### src/rtl/bresenham_line_engine_if.sv
// Pixel-bus / segment-request bundle for bresenham_line_engine.
// The master side is the Bresenham controller plus the frame-buffer writer
// (it drives the request and pix_ready); the slave side is the engine.
// Optional macro BLA_PIX_COUNT_EN adds the pix_count signal.
interface bresenham_line_engine_if;
    logic       draw_en;
    logic [7:0] x0;
    logic [7:0] y0;
    logic [7:0] x1;
    logic [7:0] y1;
    logic       pix_ready;
    logic [7:0] pix_x;
    logic [7:0] pix_y;
    logic       pix_valid;
    logic       draw_done;
    logic       busy;
`ifdef BLA_PIX_COUNT_EN
    logic [8:0] pix_count;

    modport master (
        output draw_en, x0, y0, x1, y1, pix_ready,
        input  pix_x, pix_y, pix_valid, draw_done, busy, pix_count
    );
    modport slave (
        input  draw_en, x0, y0, x1, y1, pix_ready,
        output pix_x, pix_y, pix_valid, draw_done, busy, pix_count
    );
`else
    modport master (
        output draw_en, x0, y0, x1, y1, pix_ready,
        input  pix_x, pix_y, pix_valid, draw_done, busy
    );
    modport slave (
        input  draw_en, x0, y0, x1, y1, pix_ready,
        output pix_x, pix_y, pix_valid, draw_done, busy
    );
`endif
endinterface

### src/rtl/bresenham_line_engine.sv
// Bresenham line rasteriser: latches one segment, walks the integer error
// path and hands out one pixel per accepted pixel-bus transfer, then pulses
// draw_done. Optional macro BLA_PIX_COUNT_EN adds the accepted-pixel counter.
module bresenham_line_engine (
    input  logic                    clk,
    input  logic                    rst,
    bresenham_line_engine_if.slave  bus
);
    typedef enum logic [1:0] {IDLE, LOAD, PLOT, DONE} state_t;

    state_t state, state_nx;

    // Walk state: current point, end point, step magnitudes/directions, error.
    logic [7:0]         cx, cy, ex, ey;
    logic [8:0]         dx;
    logic signed [9:0]  dy;
    logic               sx_neg, sy_neg;
    logic signed [10:0] err;

    // Segment setup values computed straight from the request inputs.
    logic [7:0]         adx, ady;
    logic signed [9:0]  dy_ld;
    logic signed [10:0] err_ld;

    // One Bresenham step.
    logic               accept, at_end, step_x, step_y;
    logic signed [11:0] e2, dx_w, dy_w;
    logic signed [10:0] add_x, add_y, err_nx;

    // Setup arithmetic for LOAD: dx=|x1-x0|, dy=-|y1-y0|, err=dx+dy.
    always_comb begin
        adx    = (bus.x1 >= bus.x0) ? (bus.x1 - bus.x0) : (bus.x0 - bus.x1);
        ady    = (bus.y1 >= bus.y0) ? (bus.y1 - bus.y0) : (bus.y0 - bus.y1);
        dy_ld  = -$signed({2'b00, ady});
        err_ld = $signed({3'b000, adx}) + $signed({dy_ld[9], dy_ld});
    end

    // Step decision; both comparisons use the pre-update error.
    always_comb begin
        accept = (state == PLOT) && bus.pix_ready;
        at_end = (cx == ex) && (cy == ey);
        e2     = $signed({err, 1'b0});
        dx_w   = $signed({3'b000, dx});
        dy_w   = $signed({{2{dy[9]}}, dy});
        step_x = (e2 >= dy_w);
        step_y = (e2 <= dx_w);
        add_x  = step_x ? $signed({dy[9], dy}) : 11'sd0;
        add_y  = step_y ? $signed({2'b00, dx}) : 11'sd0;
        err_nx = err + add_x + add_y;
    end

    // State register.
    always_ff @(posedge clk) begin
        if (rst) state <= IDLE;
        else     state <= state_nx;
    end

    // Next state and state-decoded outputs; nothing here depends on pix_ready
    // except the PLOT->DONE transition, so pix_valid has no path from it.
    always_comb begin
        state_nx      = state;
        bus.pix_valid = 1'b0;
        bus.pix_x     = 8'd0;
        bus.pix_y     = 8'd0;
        bus.draw_done = 1'b0;
        bus.busy      = 1'b1;
        case (state)
            IDLE: begin
                bus.busy = 1'b0;
                if (bus.draw_en) state_nx = LOAD;
            end
            LOAD: state_nx = PLOT;
            PLOT: begin
                bus.pix_valid = 1'b1;
                bus.pix_x     = cx;
                bus.pix_y     = cy;
                if (accept && at_end) state_nx = DONE;
            end
            DONE: begin
                bus.draw_done = 1'b1;
                state_nx      = IDLE;
            end
            default: state_nx = IDLE;
        endcase
    end

    // Datapath: latch the request in LOAD, advance one step per accepted
    // pixel that is not the end point; everything else holds.
    always_ff @(posedge clk) begin
        if (rst) begin
            cx     <= 8'd0;
            cy     <= 8'd0;
            ex     <= 8'd0;
            ey     <= 8'd0;
            dx     <= 9'd0;
            dy     <= 10'sd0;
            sx_neg <= 1'b0;
            sy_neg <= 1'b0;
            err    <= 11'sd0;
        end else if (state == LOAD) begin
            cx     <= bus.x0;
            cy     <= bus.y0;
            ex     <= bus.x1;
            ey     <= bus.y1;
            dx     <= {1'b0, adx};
            dy     <= dy_ld;
            sx_neg <= !(bus.x0 < bus.x1);
            sy_neg <= !(bus.y0 < bus.y1);
            err    <= err_ld;
        end else if (accept && !at_end) begin
            err <= err_nx;
            if (step_x) cx <= sx_neg ? cx - 8'd1 : cx + 8'd1;
            if (step_y) cy <= sy_neg ? cy - 8'd1 : cy + 8'd1;
        end
    end

`ifdef BLA_PIX_COUNT_EN
    logic [8:0] cnt;

    // Accepted-pixel counter: zero from the start of LOAD, holds through DONE
    // and IDLE until the next request is taken.
    always_ff @(posedge clk) begin
        if (rst)                                            cnt <= 9'd0;
        else if ((state == IDLE && bus.draw_en) || state == LOAD) cnt <= 9'd0;
        else if (accept)                                    cnt <= cnt + 9'd1;
    end

    assign bus.pix_count = cnt;
`endif

endmodule

### src/flat_wrapper.sv
// flat-port wrapper written by rule: the top's interface ports become plain ports
module bresenham_line_engine_flat 
  (clk, rst, bus_draw_en, bus_x0, bus_y0, bus_x1, bus_y1, bus_pix_ready, bus_pix_x, bus_pix_y, bus_pix_valid, bus_draw_done, bus_busy);
  bresenham_line_engine_if bus_i ();
  input  logic clk;
  input  logic rst;
  input wire logic [$bits(bus_i.draw_en)-1:0] bus_draw_en;
  input wire logic [$bits(bus_i.x0)-1:0] bus_x0;
  input wire logic [$bits(bus_i.y0)-1:0] bus_y0;
  input wire logic [$bits(bus_i.x1)-1:0] bus_x1;
  input wire logic [$bits(bus_i.y1)-1:0] bus_y1;
  input wire logic [$bits(bus_i.pix_ready)-1:0] bus_pix_ready;
  output wire logic [$bits(bus_i.pix_x)-1:0] bus_pix_x;
  output wire logic [$bits(bus_i.pix_y)-1:0] bus_pix_y;
  output wire logic [$bits(bus_i.pix_valid)-1:0] bus_pix_valid;
  output wire logic [$bits(bus_i.draw_done)-1:0] bus_draw_done;
  output wire logic [$bits(bus_i.busy)-1:0] bus_busy;
  assign bus_i.draw_en = bus_draw_en;
  assign bus_i.x0 = bus_x0;
  assign bus_i.y0 = bus_y0;
  assign bus_i.x1 = bus_x1;
  assign bus_i.y1 = bus_y1;
  assign bus_i.pix_ready = bus_pix_ready;
  assign bus_pix_x = bus_i.pix_x;
  assign bus_pix_y = bus_i.pix_y;
  assign bus_pix_valid = bus_i.pix_valid;
  assign bus_draw_done = bus_i.draw_done;
  assign bus_busy = bus_i.busy;
  bresenham_line_engine u_core (.clk(clk), .rst(rst), .bus(bus_i));
endmodule
### config.mk
export PLATFORM = sky130hd
export DESIGN_NAME = bresenham_line_engine_flat
export DESIGN_NICKNAME = d
export VERILOG_FILES = /design/src/rtl/bresenham_line_engine_if.sv /design/src/rtl/bresenham_line_engine.sv /design/src/flat_wrapper.sv
export SDC_FILE = /design/constraint.sdc
export NUM_CORES = 1
export LEC_CHECK = 0
export CELL_PAD_IN_SITES_DETAIL_PLACEMENT = 2
export CELL_PAD_IN_SITES_GLOBAL_PLACEMENT = 2
export CORE_MARGIN = 1.5
export CORE_UTILIZATION = 30
export DETAILED_ROUTE_END_ITERATION = 6
export PLACE_DENSITY_LB_ADDON = 0.12
export SYNTH_ARGS = -nofsm -noshare
export SYNTH_HDL_FRONTEND = slang
export SYNTH_SLANG_ARGS = --single-unit
### constraint.sdc
create_clock -name clk -period 4.26 [get_ports clk]
set_clock_uncertainty 0.05 [all_clocks]
set_input_delay 0.426 -clock clk [delete_from_list [all_inputs] [get_ports clk]]
set_output_delay 0.426 -clock clk [all_outputs]
set_load 0.02 [all_outputs]
Yosys cells after proc, flatten, opt, wreduce, memory -nomap -nowiden
Index checks and enable logic that the tools add are counted.
Cells by class
  $add $sub $neg: 12
  multipliers: 0
  divide/modulo/power cells: 0
  order comparisons: 6
  equality and inequality tests: 7
  shift-type cells: 0
  multiplexer cells: 22
  bitwise logic cells: 0
  reductions and logical operators: 14
Operators by type and width (number)
  $mux W8: 13
  $mux W11: 3
  $sub A8 B8 Y8: 4
  $add A11 B11 Y11: 2
  $add A8 B1 Y8 const B: 2
  $eq A8 B8 Y1: 2
  $ge A8 B8 Y1: 2
  $lt A8 B8 Y1: 2
  $sub A8 B1 Y8 const B: 2
  $ge A12 B10 Y1: 1
  $le A12 B9 Y1: 1
  $add A9 B10 Y11: 1
  $neg A8 Y10: 1
  $pmux W2 S4: 1
  $reduce_and A2 Y1: 3
  $reduce_bool A2 Y1: 3
  $eq A2 B2 Y1 const B: 2
  $logic_and A1 B1 Y1: 4
  $mux W2: 2
  $ne A2 B2 Y1 const B: 2
  $logic_not A1 Y1: 3
  $mux W1: 3
  $eq A2 B1 Y1 const B: 1
  $logic_not A2 Y1: 1
Word-level totals
  register bits: 65
  latch bits: 0
  RAM bits: 0
  bits in read-only memories: 0
  input bits: 36
  output and inout bits: 19
  logic and storage cells: 71
  memories: 0

Depth between registers and ports, before layout
Gate-level depths: netlist (run 1).
  depth in word-level cells: 6
  gate-level depth with buffers: 22
  gate-level depth less buffers: 22

Worst setup path before layout (run 1)
Ideal clock, no wire load.
  kind: register to register
  from: register u_core.dx[2]
  to: register u_core.err[9]
  setup time: 0.122 ns
  data arrival time: 4.150 ns
  required time: 4.088 ns
  slack: -0.062 ns
  stages on the path, launching flop included: 23
  buffers on the path: 0
  clock period less this slack: 4.322 ns
  path through: dfxtp_1 > inv_1 > ha_1 > a21o_1 > a21o_1 > a21o_1 > a21o_1 > a21oi_1 > o31a_1 > nand2_1 > fa_1 > inv_1 > ha_1 > fa_1 > a21o_1 > a21oi_1 > o21bai_1 > a21oi_1 > o21ai_0 > xor2_1 > mux2i_1 > a21oi_1 > o311a_1
On the way
  word-level cells in the longest chain between the ends: 5
Ends and longest elaborated chain
  start, declared: RTL line bresenham_line_engine.sv:15  | logic [8:0] dx;
  start signal, assigned: RTL line bresenham_line_engine.sv:105  | dx <= {1'b0, adx};
  $le A12 B9 Y1: RTL line bresenham_line_engine.sv:46  | step_y = (e2 <= dx_w);
  $mux W8 (*): RTL line bresenham_line_engine.sv:48  | add_y = step_y ? $signed({2'b00, dx}) : 11'sd0;
  $add A11 B11 Y11 (*): RTL line bresenham_line_engine.sv:49  | err_nx = err + add_x + add_y;
  $mux W11 (*): RTL line bresenham_line_engine.sv:110  | end else if (accept && !at_end) begin
  $mux W11 (*): RTL line bresenham_line_engine.sv:100  | end else if (state == LOAD) begin
  end signal, assigned: RTL line bresenham_line_engine.sv:109  | err <= err_ld;
  end signal, assigned: RTL line bresenham_line_engine.sv:111  | err <= err_nx;
  end, declared: RTL line bresenham_line_engine.sv:18  | logic signed [10:0] err;
Mark *: on every way between the ends. The rest lies on a longest branch, timed or not. The select of a mux whose other input is x is not followed.
A chain may end at the register's enable or synchronous reset.

Final worst setup path (run 1)
  from: register u_core.dx[3]
  to: register u_core.err[10]
Same word-level chain as after synthesis.

==> summary.txt, run 1 <==
Place
  • Gpl congestion: ~0.88
  • Detailed Place HPWL: 19.9 mm
  • IO buf count: 54
  • Pre-CTS WS: -0.643 ns

CTS
  • Reg clk slew, reported paths: roughly 0.060 ns
  • Clk buf depth: 2
  • Num CTS Buffers: 9
  • Worst skew pair latency: ~0.35 ns
  • CTS tree: built
  • Clk root buf: clkbuf_16
  • CTS H-tree depth: 3
  • # clock sinks: 65
  • Cts hold-fix bufs: 0

Pwr
  • Leakage power: roughly 0.0043 µW
  • Net Sw Frac: a little under half
  • Peak supply drop: roughly 0.26 mV
  • Clock network fraction of total power: between 10% and 20%
  • P_int: 3320 µW
  • Cell Pwr Density: 662 nW/µm²
  • Logic pwr share: 69.6%
  • Total power: between 6000 and 7000 µW
  • Psw: 2780 µW
  • Sequential share of power: between 15 and 20%

GRT
  • Initial antenna violation count: 0
  • Vias in the first global route: ~7400
  • Total gr overflow: 0
  • Global-route wire length before repair: 40.2 mm
  • Largest net degree at the start of global routing: 49
  • All-Layer GR Usage: between 20% and 30%

Synthesis
  • Post-synthesis sequential area ratio: 20.6%
  • Synthesized flop and latch total: 65
  • Most used DFF post-synth: dfxtp_1
  • Number of flops mapped to enable cells by yosys: 0
  • Top cell type by total area after synthesis: dfxtp_1
  • Post-synth top cells: inv_1 (101), ha_1 (87), nor2_1 (86), dfxtp_1 (65), a21oi_1 (55)
  • Synth area leaders: dfxtp_1 (21%), ha_1 (17%), mux2i_1 (6.3%)
  • Post-synth top area share: about a fifth
  • Mean Syn Cell Area: 8.07 µm²
  • Syn Inst Count: about 780
  • Synth Net Count: slightly above 900
  • Post-synthesis instance area: roughly 6300 µm²
  • Top-count cell post-synth: inv_1
  • Synth warn: 0
  • Async SR Flop Fraction: 0%
  • Yosys cell types: 57

Setup path
  • R2R Path Start: u_core.dx[3]
  • CP Capture Type: register
  • WP data arrival: roughly 4.5 ns
  • CP required: about 4.4 ns
  • R2R setup slack: -0.09 ns
  • CP startpoint: u_core.dx[3]
  • Crit path max fanout: 4
  • Startpoint types: register
  • Setup CP Type: register to register

Floorplanning
  • Num rows: 52
  • Core Area: a little over 20000 µm²
  • Die area: approximately 22000 µm²
  • Die W: 148 µm
  • Effective utilization at floorplan: 30.9%
  • Die H: ~150 µm
  • # IOs: 55

Route
  • Initial drt markers: 226
  • Routed len/inst: about 20 µm
  • DRC Markers: 0
  • Drt pass-1 iters: 4
  • Final WL: 25.5 mm
  • Vias: around 6400
  • Post-route ant nets: 0
  • Post-DR vias/cell: 5.00

STA
  • Fin. Hold Viols: 0
  • Unrepaired setup endpoints after global routing: true
  • Tcrit/Tclk final: 102%
  • Final setup viols: 4
  • Max Clock Freq: 230 MHz
  • Tmin final: ~4.4 ns
  • Slew HR: a little under two fifths
  • Hold WS: ~0.46 ns
  • Worst Max-Slew Pin Slew: about 0.94 ns
  • Final slew viol count: 0
  • Final worst setup slack: -0.0924 ns

Run
  • Max-Cap Viols: 0

Status
  • Failing checks: setup timing
  • Status: finished with violations

Final layout
  • Layout cells sized above 1: about 28%
  • # diodes: 0
  • Nets: between 1000 and 1500
  • Area Overhead vs Synth: 45.7%

Hold path
  • Worst hold path type: register to register
  • Worst hold start: u_core.dy[9]
[final timing paths]
path	to	depth (start not counted)
min reg2reg	u_core.dy[9]	2
max	u_core.err[10]	20
max reg2reg	u_core.err[10]	20
min	u_core.dy[9]	2
[stage by stage]
step / utilization, % / instance area [µm²] / setup TNS (ns) / cells
after floorplan: - / 6330 / -0.0141 / 783
after global placement: 41.2 / 8410 / -2.02 / 1253
after detailed placement: 41.2 / 8410 / -3.25 / 1253
after CTS: 44.3 / 9060 / -0.0218 / 1275
after global routing: 45.1 / 9210 / -1.14 / 1281
final: 45.1 / 9210 / -0.207 / 1281
[placed cells by master (no fill, tap or decap), types with 5 or more instances in the layout]
master           synthesis  layout
o21a_1                   5       5
a21oi_1                 55      41
ha_1                    87      72
and2_1                  19      18
inv_1                  101      97
nor2b_1                  9       9
a211oi_1                34      33
buf_4                    1     184
mux2i_1                 40      35
nand4_1                  5       5
xor2_1                  31      29
xnor2_1                 30      27
nor2_1                  86      83
dfxtp_1                 65      60
o21bai_1                 8       8
o21ai_0                 25      20
nand2b_1                 8       8
dfxtp_2                  0       5
clkbuf_16                0       9
fa_1                    16      12
nor3_1                   9       9
nand2_1                 46      44
a21o_1                  18      18
mux2i_2                  0       5
a21oi_2                  0      13
ha_4                     0      12
clkdlybuf4s50_1          0      49
[sequential cells by signal (all words and copies together), names as in the netlist]
signal / count
u_core.dy: 10
u_core.cx: 8
u_core.dx: 8
u_core.sy_neg: 1
u_core.state: 2
u_core.ex: 8
u_core.ey: 8
u_core.cy: 8
u_core.sx_neg: 1
u_core.err: 11
[routing by layer]
layer | routed length (µm) | up-vias | GRT usage [%]
li1 | - | 3106 | -
met1 | 10900 | 3190 | 28.1
met2 | 13400 | 79 | 44.9
met3 | 647 | 34 | 2.52
met4 | 498 | 0 | 6.98
met5 | 0 | - | 0
[cell type report]
cell class	count	area [µm²]
fill	2313	11200
multi-input combinational	589	4920
timing repair buffer	240	1950
sequential	65	1310
inverter	101	379
tap	270	338
clock buffer	11	253
clock inverter	5	62.6
[worst max-delay path, stage by stage, from the launching register on]
cell and delay (ns):
dfxtp_2 0.33, inv_1 0.04, ha_1 0.30, buf_4 0.12, nand4b_1 0.15, nor2_2 0.22
nor3b_2 0.06, nor2_1 0.17, o31a_1 0.28, nand2_2 0.09, fa_1 0.56, inv_2 0.06
ha_4 0.21, a21o_1 0.21, a21oi_4 0.17, o21ai_2 0.08, o41ai_2 0.33, o211ai_1 0.15
mux2i_2 0.27, mux2i_1 0.23, o32ai_1 0.11
[logic make-up (layout without fill, tap and decap cells)]
logic type | Yosys count | count (layout) | synth area share, %
compound gates | 177 | 177 | 18.8
simple gates | 204 | 204 | 15.0
mux | 44 | 44 | 7.05
xor+xnor | 61 | 61 | 8.46
fa+ha+maj | 103 | 103 | 22.3
flops | 65 | 65 | 20.6
buf+inv | 129 | 357 | 7.84
[power by group through the flow]
stage          clock network, µW  logic, µW  registers [µW]
2_1_floorplan                  0       2130             982
3_3_place_gp                   0       3480            1040
3_5_place_dp                   0       3740            1060
4_1_cts                      824       4100            1050
5_1_grt                      858       4640            1080
6_report                     806       4240            1050
[what timing repair did]
| action | in CTS | in global routing |
|---|---|---|
| setup buffers | 7 | 6 |
| setup endpoints to repair | 5 | 6 |
| pin swaps | 40 | 22 |
| gates cloned | 0 | 0 |
| resized for setup | 64 | 21 |
No activity file was read; power rests on OpenSTA's default activity.
==> run 2, diff against run 1 <==
Settings changed: GPL_ROUTABILITY_DRIVEN set to 0, GPL_TIMING_DRIVEN set to 0.
==> run 2 against run 1 <==
Against the previous run:
- the flow still finishes with violations (setup timing)
- via count is 5.5% lower
- largest cell class unchanged
- core utilization is 2.6 points lower
- hold slack worse by 0.14 ns
- sequential cell count stayed put
- non-clock buffer count is 103 lower
- global-route usage is 0.43 points lower
- cell area is 5.8% lower
- count of clock-buffer cells in the layout is 3 higher
- critical endpoint is now u_core.err[9]
- register-to-register slack worse by 0.12 ns
==> summary.txt, run 2 (synthesis results as in run 1) <==
Pwr
  • Cell Pwr Density: 687 nW/µm²
  • Total power: about 6000 µW
  • Leakage power: ~0.0039 µW
  • Peak supply drop: 0.233 mV

STA
  • Tcrit/Tclk final: 105%
  • Slew HR: between 30% and 40%
  • Final worst setup slack: -0.210 ns
  • Fin. Hold Viols: 0
  • Final setup viols: 3
  • Final slew viol count: 0
  • Fin Setup TNS: -0.517 ns
  • Worst Max-Slew Pin Slew: approximately 1.0 ns
  • Max Clock Freq: 224 MHz
  • Unrepaired setup endpoints after global routing: true
  • Tmin final: 4.47 ns

Setup path
  • WP data arrival: about 4.7 ns
  • Crit path max fanout: 4
  • Setup CP Type: register to register
  • CP required: 4.44 ns
  • CP Capture Type: register
  • Startpoint types: register

Final layout
  • Multi-input gate area: between 5000 and 6000 µm²
  • # diodes: 0
  • Layout cells sized above 1: a little over a fifth
  • Nets: between 1000 and 1500
  • Largest regs: u_core.err: 11 flops, u_core.dy: 10 flops
  • Register area: ~1300 µm²
  • Final instance area: just under 9000 µm²
  • Most flop-heavy register: u_core.err
  • Area Overhead vs Synth: 37.2%
  • Max reg flops: 11
  • Finished Layout Cells: between 1000 and 1500
  • Most common cell after layout, fill and taps aside: inv_1
  • Commonest cells after routing, fill and taps aside: inv_1 (95), nor2_1 (80), ha_1 (64)
  • Filler cells: between 2000 and 2500

Floorplanning
  • Num rows: 52
  • Die H: roughly 150 µm
  • Die W: between 100 and 150 µm
  • Die area: between 20000 and 25000 µm²
  • Core Area: between 20000 and 25000 µm²
  • # IOs: 55
  • Effective utilization at floorplan: ~31%

CTS
  • Worst skew pair latency: approximately 0.35 ns
  • Reg clk slew, reported paths: around 0.060 ns
  • Clk buf depth: 2
  • # clock sinks: 65
  • Clk root buf: clkbuf_16
  • CTS H-tree depth: 3
  • Num CTS Buffers: 9
  • CTS tree: built

Place
  • Detailed Place HPWL: about 19 mm
  • Post-Place Cells: roughly 1100
  • Placed instance area: 7200 µm²
  • IO buf count: 53

Hold path
  • Worst hold path type: input pin to register

Route
  • Vias: roughly 6100
  • Initial drt markers: around 190
  • DRC Markers: 0
  • Routed len/inst: ~22 µm
  • Post-route ant nets: 0
  • Drt pass-1 iters: 4
  • Post-DR vias/cell: 5.14
  • Final WL: 25.3 mm

GRT
  • Total gr overflow: 0
  • All-Layer GR Usage: between 20% and 30%
  • Vias in the first global route: about 7000
  • Global-route wire length before repair: 38.7 mm
  • Largest net degree at the start of global routing: 12
  • Initial antenna violation count: 0

Status
  • Status: finished with violations
  • Failing checks: setup timing

Run
  • Max-Cap Viols: 0
-- run 2: cell types whose count changed in the layout (fill, tap and decap cells not counted), moves of 7 or more --
cell / change
clkdlybuf4s50_1: -15
buf_4: -133
dlymetal6s2s_1: +12
ha_1: -8
clkbuf_1: +19
buf_1: +7
-- run 2: routing by layer --
layer  global-route usage (%)  routed length (µm)  share of wire (%)  vias to the layer above
li1                         -                   -                  -                     2911
met1                     28.5               11300                 44                     3046
met2                     42.8               13100                 52                       71
met3                     2.06                 387                1.5                       31
met4                     7.77                 525                2.1                        0
met5                        0                   0                  0                        -
-- run 2: final cells by class --
type	count	area share (%)
plain buffers	27	1.59
inverters	101	4.37
flip-flops and latches	65	15.1
clock inverters	2	0.404
clock buffers	14	3.16
repair buffers	110	11.6
multi-input cells	589	59.8
well taps	270	3.90
-- run 2: report_power, final --
part	leakage (µW)	internal (µW)	switching, µW
Sequential	0.000537	822	266
Clock	0.000153	501	301
Combinational	0.00321	1850	2210
-- run 2: path summary, 6_finish.rpt --
path | start | cells after the start | slack, ns | endpoint
worst min-delay path | bus_y1[0] | 3 | 0.32 | u_core.ey[0]
worst min register to register | u_core.dy[9] | 2 | 0.43 | u_core.dy[9]
worst max register to register | u_core.dx[3] | 21 | -0.21 | u_core.err[9]
worst max-delay path | u_core.dx[3] | 21 | -0.21 | u_core.err[9]
-- run 2: repair_timing --
item,CTS,global route
hold buffers,0,0
cloned,0,0
setup buffers,39,17
gates resized for setup,98,65
setup endpoints to repair,7,6
pin swaps,59,42
-- run 2: stage by stage --
stage          hold WS, ns  worst slack [ns]  utilization (%)
5_1_grt              0.361            -0.414             42.4
2_1_floorplan        0.395           -0.0141                -
3_5_place_dp         0.419             -1.03             35.3
6_report             0.324            -0.210             42.4
4_1_cts              0.428            -0.173             40.6
3_3_place_gp         0.421            -0.887             35.2
-- run 2: worst max-delay path, cell delays in order, from the launching register on --
cell	delay, ns
dfxtp_2	0.37
inv_1	0.07
ha_1	0.32
nand4b_1	0.10
nor2_1	0.26
nor3b_1	0.11
nor2_1	0.20
o31a_1	0.35
nand2_1	0.13
fa_1	0.51
inv_2	0.05
ha_4	0.16
fa_2	0.36
a21o_1	0.18
a21oi_2	0.15
o21bai_1	0.11
a21oi_2	0.16
o21ai_1	0.10
xor2_1	0.15
mux2i_1	0.20
a21oi_1	0.10
o311a_1	0.16
